## config.mk

```make
export PLATFORM = sky130hd
export DESIGN_NAME = dac_tx_framer
export DESIGN_NICKNAME = d
export VERILOG_FILES = /design/src/rtl/dac_tx_framer.sv
export SDC_FILE = /design/constraint.sdc
export NUM_CORES = 1
export LEC_CHECK = 0
export ABC_AREA = 1
export CAP_MARGIN = 15
export CORE_ASPECT_RATIO = 0.7
export CORE_UTILIZATION = 60
export CTS_CLUSTER_SIZE = 14
export DETAILED_ROUTE_END_ITERATION = 6
export PLACE_DENSITY = 0.84
export SLEW_MARGIN = 20
export SYNTH_ARGS = -nofsm -noshare
export SYNTH_HDL_FRONTEND = slang
export SYNTH_SLANG_ARGS = --single-unit
```

## constraint.sdc

```tcl
create_clock -name sys_clk -period 5.8 [get_ports sys_clk]
set_input_delay 1.16 -clock sys_clk [delete_from_list [all_inputs] [get_ports sys_clk]]
set_output_delay 1.16 -clock sys_clk [all_outputs]
set_load 0.005 [all_outputs]
```

## src/rtl/dac_tx_framer.sv

```systemverilog
// DAC transmit framer: sample-pair FIFO feeding an IDLE -> SYNC -> RUN framer for an ODDR word pair.
// Define DAC_TX_PATTERN_EN to build the optional ramp test-pattern generator (pattern_sel).
module dac_tx_framer #(
  parameter int FIFO_DEPTH  = 4,
  parameter int SYNC_CYCLES = 16,
  parameter int FRAME_PAIRS = 8
) (
  input  logic        sys_clk,
  input  logic        rst,
  input  logic        enable,
  input  logic [23:0] s_data,
  input  logic        s_valid,
  output logic        s_ready,
  input  logic        pattern_sel,
  input  logic        underflow_clr,
  output logic [11:0] tx_d1,
  output logic [11:0] tx_d2,
  output logic        tx_strobe,
  output logic        tx_active,
  output logic        underflow
);
  localparam int AW  = (FIFO_DEPTH > 1) ? $clog2(FIFO_DEPTH) : 1;
  localparam int SCW = $clog2(SYNC_CYCLES + 1);
  localparam int FCW = $clog2(FRAME_PAIRS);

  localparam logic [AW:0]    DEPTH_C    = (AW+1)'(FIFO_DEPTH);
  localparam logic [SCW-1:0] SYNC_LAST  = SCW'(SYNC_CYCLES - 1);
  localparam logic [FCW-1:0] FRAME_LAST = FCW'(FRAME_PAIRS - 1);

  localparam logic [11:0] MIDSCALE = 12'h800;
  localparam logic [11:0] SYNC_W1  = 12'hAAA;
  localparam logic [11:0] SYNC_W2  = 12'h555;

  localparam logic [1:0] ST_IDLE = 2'd0;
  localparam logic [1:0] ST_SYNC = 2'd1;
  localparam logic [1:0] ST_RUN  = 2'd2;

  logic [1:0]     state, state_nx;
  logic [SCW-1:0] sync_cnt;
  logic [FCW-1:0] frame_cnt;
  logic [23:0]    mem [FIFO_DEPTH];
  logic [AW-1:0]  wr_ptr, rd_ptr;
  logic [AW:0]    count, count_nx;
  logic [23:0]    head;
  logic [11:0]    run_d1, run_d2;
  logic           run_out, enter_sync, pat_mode, push, pop, uf_set;

`ifdef DAC_TX_PATTERN_EN
  logic [11:0] ramp;
  assign pat_mode = pattern_sel;
`else
  logic unused_pattern_sel;
  assign unused_pattern_sel = pattern_sel;
  assign pat_mode = 1'b0;
`endif

  always_comb begin
    state_nx = state;
    case (state)
      ST_IDLE: if (enable) state_nx = ST_SYNC;
      ST_SYNC: begin
        if (!enable)                    state_nx = ST_IDLE;
        else if (sync_cnt == SYNC_LAST) state_nx = ST_RUN;
      end
      ST_RUN:  if (!enable) state_nx = ST_IDLE;
      default: state_nx = ST_IDLE;
    endcase
  end

  // Outputs are registered from the state being entered, so the first RUN
  // cycle already carries a popped pair and the frame strobe.
  assign enter_sync = (state == ST_IDLE) && (state_nx == ST_SYNC);
  assign run_out    = (state_nx == ST_RUN);
  assign push       = s_valid && s_ready && (state_nx != ST_IDLE);
  assign pop        = run_out && !pat_mode && (count != '0);
  assign uf_set     = run_out && !pat_mode && (count == '0);
  assign head       = mem[rd_ptr];

  always_comb begin
    count_nx = count;
    if (state_nx == ST_IDLE)  count_nx = '0;
    else if (push && !pop)    count_nx = count + 1'b1;
    else if (pop && !push)    count_nx = count - 1'b1;
  end

  always_comb begin
    run_d1 = MIDSCALE;
    run_d2 = MIDSCALE;
    if (pop) begin
      run_d1 = head[11:0];
      run_d2 = head[23:12];
    end
`ifdef DAC_TX_PATTERN_EN
    if (pat_mode) begin
      run_d1 = ramp;
      run_d2 = ramp + 12'd1;
    end
`endif
  end

  always_ff @(posedge sys_clk) begin
    if (push) mem[wr_ptr] <= s_data;
  end

  always_ff @(posedge sys_clk) begin
    if (rst) begin
      state     <= ST_IDLE;
      sync_cnt  <= '0;
      frame_cnt <= '0;
      wr_ptr    <= '0;
      rd_ptr    <= '0;
      count     <= '0;
      s_ready   <= 1'b0;
      tx_d1     <= MIDSCALE;
      tx_d2     <= MIDSCALE;
      tx_strobe <= 1'b0;
      tx_active <= 1'b0;
      underflow <= 1'b0;
    end else begin
      state     <= state_nx;
      count     <= count_nx;
      // Ready looks only at next occupancy, never at a same-cycle pop.
      s_ready   <= (state_nx != ST_IDLE) && (count_nx != DEPTH_C);
      tx_active <= run_out;
      tx_strobe <= run_out && (frame_cnt == '0);
      sync_cnt  <= (state == ST_SYNC && state_nx == ST_SYNC) ? sync_cnt + 1'b1 : '0;
      frame_cnt <= (!run_out || frame_cnt == FRAME_LAST) ? '0 : frame_cnt + 1'b1;

      if (state_nx == ST_IDLE) begin
        wr_ptr <= '0;
        rd_ptr <= '0;
      end else begin
        if (push) wr_ptr <= wr_ptr + 1'b1;
        if (pop)  rd_ptr <= rd_ptr + 1'b1;
      end

      if (enter_sync)         underflow <= 1'b0;
      else if (uf_set)        underflow <= 1'b1;
      else if (underflow_clr) underflow <= 1'b0;

      case (state_nx)
        ST_SYNC: begin
          tx_d1 <= SYNC_W1;
          tx_d2 <= SYNC_W2;
        end
        ST_RUN: begin
          tx_d1 <= run_d1;
          tx_d2 <= run_d2;
        end
        default: begin
          tx_d1 <= MIDSCALE;
          tx_d2 <= MIDSCALE;
        end
      endcase
    end
  end

`ifdef DAC_TX_PATTERN_EN
  always_ff @(posedge sys_clk) begin
    if (rst || enter_sync)      ramp <= '0;
    else if (run_out && pat_mode) ramp <= ramp + 12'd2;
  end
`endif

endmodule

```

Word level (Yosys, flattened, before mapping)

Memories as Yosys holds them, arrays and structs flattened. A register that Yosys moved wholly into a read port is not among the register bits.
Index checks and enable logic that the tools add are counted.

Flip-flop bits (word level): 45
Word-level logic and storage cells: 70
Memories kept: 1
Bits of input ports: 30
RAM bits: 96

Bitwise operators: 1
Eq/ne operators: 7
Muxes and demuxes: 18
Add/sub/neg operators: 6
Reduce and logical (&&, ||, !) cells: 25

Memory list:

| name | words | width | rd ports | clocked after memory_dff | wr ports | line | source |
|---|---|---|---|---|---|---|---|
| mem  | 4     | 24    | 1        | 1                        | 1        | 41   | `logic [23:0] mem [FIFO_DEPTH];` |

Operators with widths:

| kind                                                | number |
|---|---|
| case mux 12 bit (2 select lines)                    | 2 |
| 2-to-1 mux 12 bit                                   | 2 |
| 2-to-1 mux 2 bit                                    | 6 |
| logical AND 1 bit                                   | 10 |
| 2-to-1 mux 3 bit                                    | 3 |
| OR reduction 2 bit                                  | 4 |
| adder 3 x 1 -> 3 bit, second input constant         | 2 |
| zero test 3 bit                                     | 2 |
| case mux 2 bit (3 select lines)                     | 1 |
| adder 5 x 1 -> 5 bit, second input constant         | 1 |
| equality test 5 x 4 -> 1 bit, second input constant | 1 |
| adder 2 x 1 -> 2 bit, second input constant         | 2 |
| equality test 2 x 1 -> 1 bit, second input constant | 2 |
| equality test 2 bit, second input constant          | 2 |
| zero test 2 bit                                     | 2 |
| 2-to-1 mux 1 bit                                    | 4 |
| nonzero test 2 bit                                  | 2 |
| equality test 3 bit, second input constant          | 1 |
| zero test 1 bit                                     | 3 |
| != test 3 bit, second input constant                | 1 |
| nonzero test 3 bit                                  | 1 |
| subtractor 3 x 1 -> 3 bit, second input constant    | 1 |
| logical OR 1 bit                                    | 1 |
| NOT 1 bit                                           | 1 |

Longest topological paths before layout

Gate-level depths: netlist of the first run.

Word-level depth: 13
Depth in mapped cells: 18
Gate-level depth less buffers: 18

Least setup slack after synthesis of the first run

No wires, ideal clock.

Kind: input port to flip-flop
From: input port enable
To: memory mem[0][0] (enable)
Setup slack: 2.388 ns
Setup time: 0.405 ns
Arrival: 3.008 ns
Path buffers: 0
Cell stages on the path: 7
Cell sequence: inv_1 > nor3_1 > inv_1 > ha_1 > inv_1 > nand3_2 > nor2_1

Word-level cells in the longest chain between the ends: 6
Elaborated cells between the ends (all ways): 8
Classes of those cells: 6 x mux; 2 x reduce/logical

Ends and longest elaborated chain:

| item                                       | line       | source |
|---|---|---|
| start: declaration                         | 10         | `input logic enable,` |
| 2-to-1 mux 2 bit, on equally long branches | 65, 60, 62 |  |
| case mux 2 bit (3 select lines) (*)        | 59         | `case (state)` |
| named net state_nx[1]                      | 38         | `logic [1:0] state, state_nx;` |
| nonzero test 2 bit (*)                     | 74         | `assign push = s_valid && s_ready && (state_nx != ST_IDLE);` |
| logical AND 1 bit (*)                      | 74         |  |
| 2-to-1 mux 1 bit (*)                       | 102        | `if (push) mem[wr_ptr] <= s_data;` |
| 2-to-1 mux 1 bit (not written as such) (*) | 102        |  |
| end: declaration                           | 41         |  |

Mark *: on every way through the listed nets, which the timed path passes. The rest lies on a longest branch.

Worst setup path in the final report of the first run

From: input port enable
To: memory mem[0][6] (enable)

Same word-level chain as after synthesis.

==> results of run 1 <==
==> synthesized netlist by cell type (all sizes together) <==
cell and count:
a21oi 20, a32o 1, buf 14, clkbuf 6, dfxtp 47, edfxtp 96, ha 15, inv 35
nand2 86, nand3 39, nor2 69, nor3 3, nor3b 1, o21ai 24, o21bai 1, o311a 1
o32ai 11, or2 1, xnor2 1
==> per-stage QoR <==
stage	power, uW	setup WS [ns]	hold WS (ns)	area, sq um
floorplan	1142	2.388	0.3957	5453
global placement	1181	2.408	0.4080	6113
detailed placement	1184	2.279	0.4225	6113
CTS	2234	2.682	0.4333	6700
global route	2283	2.519	0.4422	6700
finish	2230	2.637	0.4268	6700
==> sequential cells by signal (all words and copies together) (netlist names), named ones only <==
name	count
wr_ptr	2
count	3
tx_strobe	1
tx_active	1
tx_d1	12
rd_ptr	2
tx_d2	12
underflow	1
state	2
s_ready	1
sync_cnt	5
frame_cnt	3
mem	96
==> path summary, 6_finish.rpt <==
check | start | to | slack [ns] | depth (start not counted)
setup reg to reg | sync_cnt[0] | mem[0][6] | 2.96 | 12
hold reg to reg | frame_cnt[2] | tx_strobe | 0.43 | 1
hold / removal | frame_cnt[2] | tx_strobe | 0.43 | 1
setup / recovery | enable | mem[0][6] | 2.64 | 9
==> layout make-up <==
class                      instances  share of cell area
inverter                          35             0.01961
multi-input combinational        273              0.2082
tap                              120             0.02241
clock buffer                      23             0.07619
clock inverter                     9             0.01139
timing repair buffer              63             0.09150
sequential                       143              0.5707
==> cell families (layout without fill, tap and decap cells) <==
kind of cell             after synthesis  after routing  share of synthesized area
AO/OA/AOI/OAI                         58             58                    0.06379
XOR/XNOR                               1              1                   0.001607
adder cells (fa/ha/maj)               15             15                    0.03442
buffers and inverters                 55            130                    0.04474
flip-flops                           143            143                     0.7012
AND/OR/NAND/NOR                      199            199                     0.1542
==> cells in the final DEF, fill, tap and decap left out, types with 2 or more instances in the layout <==
cell type         n
inv_4             3
nand3_1          38
nor2_2            5
clkdlybuf4s50_1  56
nand2_1          83
o32ai_1          11
nor2_1           62
ha_1             15
o21ai_0          22
a21oi_1          19
edfxtp_1         96
nand2_2           2
nor2_4            2
clkbuf_8          2
nor3_1            3
clkbuf_1          2
clkbuf_16        19
inv_2             2
clkinv_2          3
inv_1            33
o21ai_1           2
buf_4             7
dfxtp_1          47
==> power groups by stage <==
stage / clock network [uW] / registers, uW / logic [uW]
4_1_cts: 1070 / 1100 / 64.1
5_1_grt: 1110 / 1100 / 69.8
2_1_floorplan: 0 / 1120 / 21.4
3_5_place_dp: 0 / 1120 / 63.2
6_report: 1070 / 1100 / 64.4
3_3_place_gp: 0 / 1120 / 60.4
==> worst max-delay path, delay by kind of cell <==
family	cells	cell delay (ns)
buf+inv	5	1.16
simple gates	3	0.63
fa+ha+maj	1	0.27
==> per-layer routing <==
metal | part of all wire | vias to the layer above | GRT usage
li1 | - | 1738 | -
met1 | 0.41 | 1776 | 0.3072
met2 | 0.50 | 180 | 0.4357
met3 | 0.076 | 17 | 0.08266
met4 | 0.013 | 0 | 0.1154
met5 | 0 | - | 0
==> impl_results.md, run 1 <==
- Outcome: finished, final reports clean
- Critical path type: input pin to flip-flop
- CTS tree: yes
- Synth Cell Area: 5453 sq um
- VDD IR max: 0.3117 mV
- Syn Area/Cell: 11.58 sq um
- Fillers: 517
- Share of the synthesized area in the top cell type: 0.5287
- Synth area leader: edfxtp_1
- DRT iter0 DRCs: about 280
- Max-cap check violation count: 0
- Io pins: 58
- Post-DRT Antenna Nets: 0
- Final Max Tran Viols: 0
- Detailed Place HPWL: 6485 microns
- Row cnt: 28
- Slew HR: 0.4194
- Startpoint Class: input pin
- Grt ovf: 0
- Largest net degree at the start of global routing: 50
- Tcrit/Tclk final: 0.5454
- Sequential area share after synthesis: 0.7012
- Die H: 81.76 microns
- Post-synthesis register bit count: approximately 140
- Vias per cell: 5.572
- Post-CTS Setup Bufs: 0
- Setup TNS: 0 ns
- Reg power frac: 0.493
- Crit-path slowest cell: clkdlybuf4s50_1
- Sw power: 440.1 uW
- ANT cells: 0
- Clk root buf: clkbuf_16
- DRC violations left: 0
- Post-placement cell count: 634
- Detailed Routing Iterations Pass 1: 5
- Num CTS Buffers: 17
- Clock transition at path regs: 0.06 ns
- Pwr dens: 332.8 nW/um^2
- Post-CTS Resized: 0
- Vias: 3711
- Htree depth: 4
- Yosys cell types: 29
- Worst Path Max Fanout: 24
- Die area: 9479 sq um
- Critical Path Most Common Cell: inv_1
- Non-Filler Instances: 666
- Routed WL: 11140 microns
- Fin util: 0.7774
- Sw frac: 0.1973
- I/O Buffers: 56
- Fin. Hold Viols: 0
- YS warnings: 0
- Combinational share of power: 0.029
- FF/Latch Area: around 3800 sq um
- F_max: roughly 320 MHz
- Initial core utilization: 0.6327
- Syn_nets: around 520
- CP max stage delay: 0.45 ns
- RSZ-0062 raised after global routing: no
- Synth area leaders: edfxtp_1 53%, dfxtp_1 17%, nand2_1 5.7%, nor2_1 4.5%, nand3_1 3.5%
- Final min period: 3.163 ns
- Number of global-route vias before repair: 3701
- Hold WC Path Type: flip-flop to flip-flop
- CTS max path bufs: 2
- Fin Clk Skew: about 0.0090 ns
- WP data arrival: 3.23 ns
- Initial antenna violation count: 0
- Worst Path Required: 5.87 ns
- Crit. End Element: flip-flop
- Final RePlAce weighted congestion: between 0.7 and 0.8
- Leak: 0.002525 uW
- Core area: 8618 sq um
- Clock power frac: 0.478
- Wire length per cell: 16.73 microns
- Multi-input logic area: 1395 sq um
- Final setup viols: 0
- Mapped Cells: 471
- First-pass GRT wire length: 17520 microns
- Internal Power: between 1500 and 2000 uW
- Slew @ Worst Pin: 0.8682 ns
- Worst skew pair latency: 0.41 ns
- Total Routing Usage GR: 0.2582
- Fin nets: 578
- Worst-path cell chain: clkdlybuf4s50_1, inv_1, nor3_1, inv_1, ha_1, inv_1, nand3_2, nor2_2, buf_4
- Share of cells above drive strength 1: 0.09341
- # clock sinks: 143
- Cts hold-fix bufs: 0
- Syn-to-layout area delta: 22.88%
- Die width: around 120 microns
No activity file was read; power rests on OpenSTA's default activity.
==> run 2, diff against run 1 <==
Settings changed: CORE_UTILIZATION 60 to 50, PLACE_DENSITY 0.84 to 0.75.
Clock period 5.8 ns to 2.75 ns, I/O delays scaled along.
==> impl_results.md, run 2 (synthesis results as in run 1) <==
- Largest regs: mem x96, tx_d1 x12, tx_d2 x12
- Pwr dens: 712.0 nW/um^2
- Htree depth: 4
- Most frequent cells in the layout: 96 x edfxtp_1, 83 x nand2_1, 62 x nor2_1
- Detailed Place HPWL: 6782 microns
- Placed cell areas: 6236 sq um
- Routed WL: 11110 microns
- Die width: 126.8 microns
- Vias per cell: 5.270
- Core area: 10470 sq um
- Wire length per cell: 16.13 microns
- Slew HR: 0.6299
- Worst Path Required: 2.86 ns
- Post-placement cell count: about 660
- Commonest non-fill, non-tap cell in the layout: edfxtp_1
- VDD IR max: between 0.5 and 0.6 mV
- Register with the most flip-flops: mem
- DRT iter0 DRCs: 338
- Final Max Tran Viols: 0
- Slew @ Worst Pin: ~0.55 ns
- Max-cap check violation count: 0
- Syn-to-layout area delta: 25.98%
- Num CTS Buffers: 17
- First-pass GRT wire length: 17220 microns
- Die area: 11330 sq um
- Outcome: finished, final reports clean
- Initial antenna violation count: 0
- Post-DRT Antenna Nets: 0
- Final RePlAce weighted congestion: 0.7349
- Io pins: 58
- Worst-path cell chain: ha_1, nand2_1, nor2_1, ha_1, a21oi_1, inv_1, nor2_1, inv_1, ha_1, inv_1, nand3_4, nor2_2, buf_4
- CTS max path bufs: 2
- Clk root buf: clkbuf_16
- Share of cells above drive strength 1: 0.1095
- WP data arrival: 2.70 ns
- Initial core utilization: 0.5207
- Final setup viols: 0
- Largest net degree at the start of global routing: 27
- Total Routing Usage GR: 0.2130
- Fin nets: between 500 and 600
- Detailed Routing Iterations Pass 1: 5
- Cts hold-fix bufs: 0
- Die H: 89.37 microns
- Fillers: 774
- Grt ovf: 0
- I/O Buffers: 56
- CTS tree: yes
- Clock transition at path regs: 0.06 ns
- Fin. Hold Viols: 0
- ANT cells: 0
- Startpoint Class: flip-flop
- Post-CTS Setup Bufs: 0
- Worst Path Max Fanout: 8
- Vias: ~3.6k
- Final min period: 2.590 ns
- RSZ-0062 raised after global routing: no
- Leak: 0.002591 uW
- Hold WC Path Type: flip-flop to flip-flop
- # clock sinks: around 140
- F_max: 386.0 MHz
- Crit-path slowest cell: dfxtp_1
- Max reg flops: 96
- Setup TNS: 0 ns
- Number of global-route vias before repair: 3488
- CP max stage delay: 0.32 ns
- Final instance area: ~6900 sq um
- Non-Filler Instances: 689
- Worst skew pair latency: roughly 0.42 ns
- Crit. End Element: flip-flop
- Row cnt: 31
- Fin Clk Skew: about 0.017 ns
- DRC violations left: 0
- Critical path type: flip-flop to flip-flop
- Tcrit/Tclk final: 0.9420
[run 2: critical path, delay by kind of cell (launching register included)]
| family | cells | cell delay, ns |
|---|---|---|
| AO/OA/AOI/OAI | 1 | 0.22 |
| adder cells (fa/ha/maj) | 3 | 0.59 |
| buffers and inverters | 4 | 0.53 |
| flip-flops | 1 | 0.32 |
| AND/OR/NAND/NOR | 5 | 0.61 |
[run 2: through the flow]
step,hold WS [ns],worst slack (ns),total power (uW),util
4_1_cts,0.4225,0.1329,4919,0.6552
6_report,0.4185,0.1596,4891,0.6559
5_1_grt,0.4317,0.006401,5024,0.6559
2_1_floorplan,0.3957,-0.3250,2410,-
3_3_place_gp,0.4042,0.1169,2497,0.5955
3_5_place_dp,0.4158,0.06228,2502,0.5955
[run 2: path summary, 6_finish.rpt]
check             slack, ns          from  depth (start not counted)          to
setup / recovery       0.16   sync_cnt[0]                         13  mem[0][15]
setup reg to reg       0.16   sync_cnt[0]                         13  mem[0][15]
hold / removal         0.42  frame_cnt[2]                          1   tx_strobe
hold reg to reg        0.42  frame_cnt[2]                          1   tx_strobe
[run 2: timing repair]
item	CTS	global route
endpoints found under the setup margin	0	43
endpoints found under the hold margin	0	0
gates resized for setup	0	1
[run 2: metal layers]
| metal | track usage | share of wire | vias up |
|---|---|---|---|
| met2 | 0.3606 | 0.49 | 134 |
| met1 | 0.2474 | 0.42 | 1725 |
| li1 | - | - | 1762 |
| met5 | 0 | 0 | - |
| met3 | 0.07780 | 0.079 | 10 |
| met4 | 0.09848 | 0.0090 | 0 |
[run 2: final cells by class]
| class | instances | area (sq um) | share of cell area |
|---|---|---|---|
| well taps | 132 | 165.2 | 0.02404 |
| clock buffers | 18 | 429.2 | 0.06248 |
| clock inverters | 14 | 196.4 | 0.02860 |
| inverters | 35 | 131.4 | 0.01913 |
| repair buffers | 74 | 720.7 | 0.1049 |
| multi-input cells | 273 | 1403 | 0.2042 |
| flip-flops and latches | 143 | 3824 | 0.5566 |
[run 2: power by group]
part	internal (uW)	switching, uW
Combinational	70.3	71.4
Clock	1590	840
Sequential	2310	7.20
Total	3970	919
